**src/rtl/sm3_msg_expnd.sv**
```systemverilog
// SM3 message expansion: one 512-bit block in, 64 rounds of W_j / W'_j / rotated T_j out.
// First round valid the cycle after acceptance; rounds advance only on w_valid_o && w_ready_i, outputs hold while stalled.
module sm3_msg_expnd #(
  parameter int NUM_ROUNDS = 64
) (
  input  logic         clk_i,
  input  logic         rst_ni,
  input  logic         flush_i,
  input  logic         blk_valid_i,
  output logic         blk_ready_o,
  input  logic [511:0] blk_data_i,
  output logic         w_valid_o,
  input  logic         w_ready_i,
  output logic [31:0]  wj_o,
  output logic [31:0]  wjj_o,
  output logic [31:0]  tj_o,
  output logic         round_sm_16_o,
  output logic [5:0]   round_o,
  output logic         done_o
);

  localparam logic [0:0] IDLE = 1'b0;
  localparam logic [0:0] RUN  = 1'b1;

  localparam logic [31:0] T_LO = 32'h79CC4519;
  localparam logic [31:0] T_HI = 32'h7A879D8A;

  logic [0:0]  state_q;
  logic [31:0] win_q [16];
  logic [5:0]  round_q;
  logic        done_q;
  logic [31:0] mix;
  logic [31:0] p1;
  logic [31:0] new_w;
  logic        last_round;
  logic        handshake;

  function automatic logic [31:0] rotl(input logic [31:0] x, input logic [4:0] n);
    logic [63:0] d;
    d = {x, x} << n;
    return d[63:32];
  endfunction

  // window[k] holds W_(j+k), so the recurrence only reaches fixed taps
  always_comb begin
    mix   = win_q[0] ^ win_q[7] ^ rotl(win_q[13], 5'd15);
    p1    = mix ^ rotl(mix, 5'd15) ^ rotl(mix, 5'd23);
    new_w = p1 ^ rotl(win_q[3], 5'd7) ^ win_q[10];
  end

  assign last_round = (round_q == 6'(NUM_ROUNDS - 1));
  assign handshake  = (state_q == RUN) && w_ready_i;

  always_ff @(posedge clk_i or negedge rst_ni) begin
    if (!rst_ni) begin
      state_q <= IDLE;
      round_q <= 6'd0;
      done_q  <= 1'b0;
      for (int k = 0; k < 16; k++) win_q[k] <= 32'd0;
    end else if (flush_i) begin
      state_q <= IDLE;
      round_q <= 6'd0;
      done_q  <= 1'b0;
    end else begin
      done_q <= 1'b0;
      if (state_q == IDLE) begin
        if (blk_valid_i) begin
          for (int k = 0; k < 16; k++) win_q[k] <= blk_data_i[511 - 32*k -: 32];
          round_q <= 6'd0;
          state_q <= RUN;
        end
      end else if (handshake) begin
        for (int k = 0; k < 15; k++) win_q[k] <= win_q[k+1];
        win_q[15] <= new_w;
        if (last_round) begin
          round_q <= 6'd0;
          state_q <= IDLE;
          done_q  <= 1'b1;
        end else begin
          round_q <= round_q + 6'd1;
        end
      end
    end
  end

  assign blk_ready_o   = (state_q == IDLE);
  assign w_valid_o     = (state_q == RUN);
  assign wj_o          = win_q[0];
  assign wjj_o         = win_q[0] ^ win_q[4];
  assign round_sm_16_o = (round_q < 6'd16);
  assign tj_o          = rotl(round_sm_16_o ? T_LO : T_HI, round_q[4:0]);
  assign round_o       = round_q;
  assign done_o        = done_q;

endmodule

```
**config.mk**
```make
export PLATFORM = sky130hd
export DESIGN_NAME = sm3_msg_expnd
export DESIGN_NICKNAME = d
export VERILOG_FILES = /design/src/rtl/sm3_msg_expnd.sv
export SDC_FILE = /design/constraint.sdc
export NUM_CORES = 1
export LEC_CHECK = 0
export BUFFER_PORTS_ARGS = -buffer_cell sky130_fd_sc_hd__buf_2
export CORE_AREA = 2 2 242 244
export CTS_CLUSTER_DIAMETER = 80
export CTS_CLUSTER_SIZE = 40
export DETAILED_ROUTE_END_ITERATION = 8
export DIE_AREA = 0 0 244 246
export PLACE_DENSITY = 0.72
export SYNTH_ARGS = -nofsm -noshare
export SYNTH_HDL_FRONTEND = slang
export SYNTH_SLANG_ARGS = --single-unit
```
**constraint.sdc**
```tcl
create_clock -name clk_i -period 4.35 [get_ports clk_i]
set_clock_uncertainty 0.2 [all_clocks]
set_input_delay 0.435 -clock clk_i [delete_from_list [all_inputs] [get_ports clk_i]]
set_output_delay 0.435 -clock clk_i [all_outputs]
set_load 0.005 [all_outputs]
```
After elaboration in Yosys (flattened, before gate mapping)
Index checks and enable logic that the tools add are counted.
{"block": "classes", "n_addsub": 1, "multipliers": 0, "div_mod_pow": 0, "order_cmp": 1, "n_eq_ne": 3, "shift": 1, "mux": 18, "bitwise": 9, "reduce_logical": 5}
{"op": "$mux 512", "count": 3}
{"op": "$xor 32x32->32", "count": 7}
{"op": "$shl 63x5->64", "count": 1}
{"op": "$mux 6", "count": 5}
{"op": "$mux 26", "count": 1}
{"op": "$mux 1", "count": 9}
{"op": "$add 6x1->6 const B", "count": 1}
{"op": "$eq 6x6->1 const B", "count": 1}
{"op": "$lt 6x5->1 const B", "count": 1}
{"op": "$ne 3x2->1 const B", "count": 1}
{"op": "$reduce_and 3->1", "count": 1}
{"op": "$reduce_bool 3->1", "count": 1}
{"op": "$ne 2x1->1 const B", "count": 1}
{"op": "$not 1->1", "count": 2}
{"op": "$reduce_and 2->1", "count": 1}
{"op": "$reduce_bool 2->1", "count": 1}
{"op": "$logic_and 1x1->1", "count": 1}
{"block": "word_totals", "register_bits": 520, "latch_bits": 0, "ram_bits": 0, "mem_bits_ro": 0, "mem_count": 0}

Longest topological paths before layout
{"block": "logic_depth", "ltp_word": 8, "ltp_mapped": 9, "depth_no_buf": 7}

Least setup slack after synthesis
OpenSTA, ideal clock, no wires.
{"block": "synth_timing", "kind": "register -> output", "start": "register round_q[0], in the netlist round_o[0]", "end": "output tj_o[22]", "arrival_time_ps": 2081, "required_time_ps": 3715, "slack_ps": 1634, "stages_incl_launch_ff": 7, "path_cell_list": "dfrtp_1 -> buf_2 -> inv_1 -> ha_1 -> mux4_2 -> mux2_4 -> mux2_2"}
{"block": "synth_via", "elab_chain_cells": 3}
{"item": "from (decl)", "line": "30", "source": "logic [5:0] round_q;"}
{"item": "from (signal assigned)", "line": "80", "source": "round_q <= round_q + 6'd1;"}
{"item": "$lt 6x5->1", "line": "90", "source": "assign round_sm_16_o = (round_q < 6'd16);"}
{"item": "$mux 26", "line": "91", "source": "assign tj_o = rotl(round_sm_16_o ? T_LO : T_HI, round_q[4:0]);"}
{"item": "$shl 63x5->64 *", "line": "40", "source": "d = {x, x} << n;"}
{"item": "to (decl)", "line": "16", "source": "output logic [31:0] tj_o,"}
Every way passes the cells marked *; elsewhere a longest branch is shown, timed or not.

Worst setup path after layout
{"block": "layout_timing", "start": "register round_q[5], in the netlist round_o[5]", "end": "output tj_o[5]"}
{"block": "layout_via", "elab_chain_cells": 3}
{"item": "$lt 6x5->1", "line": "90"}
{"item": "$mux 26", "line": "91"}
{"item": "$shl 63x5->64", "line": "40"}
Every way passes these cells.

==> impl_metrics.ini <==
[run_status]
status = completed

[global_routing]
met1_usage = 0.444
grt_pass1_vias = 25400
grt_use_total = 0.347
grt_pass1_wl_um = 157000
globalRouteMet3Util = 0.0492
grt_max_degree = 167
antenna_found_initial = 17
overflow = 0
top_usage_layer = met2
grtUsageMet2 = 0.584

[floorplan]
start_util = 0.485
rows = 88
core_area_mm2 = 0.0574
io_pins = 623
fp.dieH_um = 246
die-width_um = 244
dieArea_mm2 = 0.0600

[route]
vias = 24800
routedWlPerCell_um = 23.9
drtIter0Drc = 2160
avgViaCountPerCell = 5.56
final_antenna_net_count = 0
wirelength_um = 106000
firstDrtPassIters = 5
drc_errors = 0

[logic_synthesis]
syn_nets = 3226
syn_avg_cell_area_um2 = 10.3
async_flop_share = 1.00
yosys_register_bits = 520
mappedNetlistArea_mm2 = 0.0278
ys.flop_type = dfrtp_1
yosysUniqueCellTypes = 55
synth_edf_count = 0
yosysSeqAreaShare = 0.468
syn_inst = 2698
yosysWarnings = 0

[clock_tree]
cts.clk_slew.worst_paths_ps = 80
cts_tree = built
cts_buffers = 31
cts_root_buf = clkbuf_16
clockBufferDepth = 3
clock-sinks = 520
cts-htree-levels = 1
clock_latency_ps = 630

[worst_setup_path]
crit_chain = nor2_4 > inv_2 > ha_1 > mux4_2 > mux2_2 > mux2_2 > buf_2
crit_buf_inv = 2
critPathMaxFanout = 10
crit_path_start = round_o[5]$_DFFE_PN0P_
cpLargestDelayFamily = multiplexers
r2r_start = w_valid_o$_DFF_PN0_
startpoint_type = flip-flop
slowest_stage = dfrtp_1
cp-end-kind = primary output
worst-setup-path-type = flip-flop to primary output
arrival_ps = 3070
crit_top_cell = mux2_2
max_stage_delay_ps = 520
required_ps = 3710

[place]
io_buffers = 622
dp_hpwl_um = 75200
pre_cts_slack_ps = 1270
gp_congestion = 0.935

[sta]
maxSlewHeadroom = 0.190
post-route-min-period_ps = 3710
setup_viol = 0
setup_tns_ps = 0
hold_viol = 0
max_freq_ghz = 0.270
drv_slew = 0
worstMarginPinSlew_ps = 1220
finalCritPeriodShare = 0.852
rsz0062_at_grt = no
layout_setup_ws_ps = 642

[hold_path]
hold_path.startpoint = blk_data_i[385]
hold_class = input port to flip-flop

[power]
leakage_nw = 17.6
power_density_mw_per_mm2 = 431
ir_drop_v = 0.000358

[cells_and_area]
layout-drive-gt1-share = 0.205
area_delta_synth_final_pct = 33.9
multi_input_area_mm2 = 0.0136
layout.nets = 4175
regArea_mm2 = 0.0130
fillers = 4312

[job]
drv_cap = 0
## where the power goes
part           switching (mW)  internal (mW)  total (mW)
combinational            2.92           2.56        5.48
clock                    1.88           1.64        3.51
sequential               1.21           5.88        7.09
## placed cells by master, fill, tap and decap left out, types with 4 or more instances in the layout
master / instances
a31oi_1: 9
o22ai_1: 5
nor4bb_1: 15
clkbuf_16: 31
a22oi_1: 18
mux2_2: 14
xor2_1: 67
nand2_1: 497
diode_2: 21
clkinv_4: 5
xnor3_1: 32
a21oi_1: 45
a311oi_1: 4
buf_12: 17
dfrtp_1: 519
nand3_1: 6
nor2_1: 7
bufinv_16: 4
o21ai_0: 513
dlygate4sd3_1: 489
ha_1: 11
nand2b_1: 8
buf_4: 21
xnor2_1: 94
inv_1: 7
mux4_2: 13
nor2b_1: 6
buf_2: 621
mux2i_1: 524
nor3_1: 6
## stage by stage
| step | hold slack (ps) | total power, mW | util | std cells | area (um^2) |
|---|---|---|---|---|---|
| 2_1_floorplan | -60.6 | 9.91 | - | 2698 | 27800 |
| 3_3_place_gp | 260 | 12.0 | 0.544 | 3890 | 31200 |
| 3_5_place_dp | 270 | 12.1 | 0.544 | 3890 | 31200 |
| 4_1_cts | 10.2 | 16.0 | 0.649 | 4434 | 37200 |
| 5_1_grt | 48.4 | 16.8 | 0.649 | 4446 | 37200 |
| 6_report | 49.0 | 16.1 | 0.650 | 4455 | 37300 |
## synthesized netlist by cell type, types with 4 or more instances
cell type,instances,share of area
nor2b_1,7,0.0016
o21ai_0,513,0.092
inv_1,7,0.00094
clkbuf_1,106,0.014
a31oi_1,9,0.0020
nor4bb_1,15,0.0054
mux2i_1,524,0.19
buf_2,60,0.011
nand2_1,497,0.067
xor2_1,67,0.021
a311oi_1,4,0.0013
buf_4,53,0.014
mux2_2,14,0.0057
a21oi_1,45,0.0081
nand3_1,6,0.0011
ha_1,11,0.0049
buf_1,6,0.00081
nor3_1,6,0.0011
a22oi_1,18,0.0049
mux4_2,13,0.011
xnor2_1,94,0.030
dfrtp_1,520,0.47
o22ai_1,5,0.0011
nand2b_1,9,0.0020
nor2_1,7,0.00094
xnor3_1,32,0.026
buf_6,8,0.0032
## kinds of logic (layout without fill, tap and decap cells)
group / after synthesis / in the layout / synth area share
fa+ha+maj: 11 / 11 / 0.00495
buf+inv: 244 / 1215 / 0.0450
flops: 520 / 520 / 0.468
simple gates: 562 / 562 / 0.0829
xor+xnor: 193 / 193 / 0.0766
compound gates: 613 / 613 / 0.115
other cells: 0 / 21 / 0
mux: 555 / 555 / 0.208
## state kept, by name (all words and copies together), names as in the netlist
name and count:
win_q 480, wj_o 32, w_valid_o 1, round_o 6, done_o 1
## worst min-delay path, stage by stage
cell and delay, ps:
buf_2 80, mux2i_1 130, o21ai_0 180
## layout make-up
type | instances | share of cell area
diodes | 21 | 0.00141
clock buffers | 35 | 0.0215
clock inverters | 20 | 0.00829
inverters | 11 | 0.00118
multi-input cells | 1934 | 0.364
flip-flops and latches | 520 | 0.349
well taps | 765 | 0.0257
repair buffers | 1149 | 0.229
## layer usage
layer | part of all wire | routed length, um
met5 | 0.00043 | 46
met2 | 0.49 | 51800
met4 | 0.053 | 5610
met1 | 0.40 | 42400
met3 | 0.062 | 6610
## worst paths after layout
kind	endpoint	slack [ps]	depth (start not counted)
max in group asynchronous	w_valid_o$_DFF_PN0_	2600	3
min in group asynchronous	win_q[295]$_DFFE_PN0P_	280	2
min	win_q[385]$_DFFE_PN0P_	50	3
max	tj_o[5]	640	7
max reg2reg	win_q[355]$_DFFE_PN0P_	1540	5
min reg2reg	win_q[103]$_DFFE_PN0P_	290	2
## repair_timing
item	in CTS	in global routing
gates resized for setup	0	0
hold endpoints to repair	594	0
buffers inserted	0	0
hold buffers	489	0
Power figures use the tool's default switching activity.
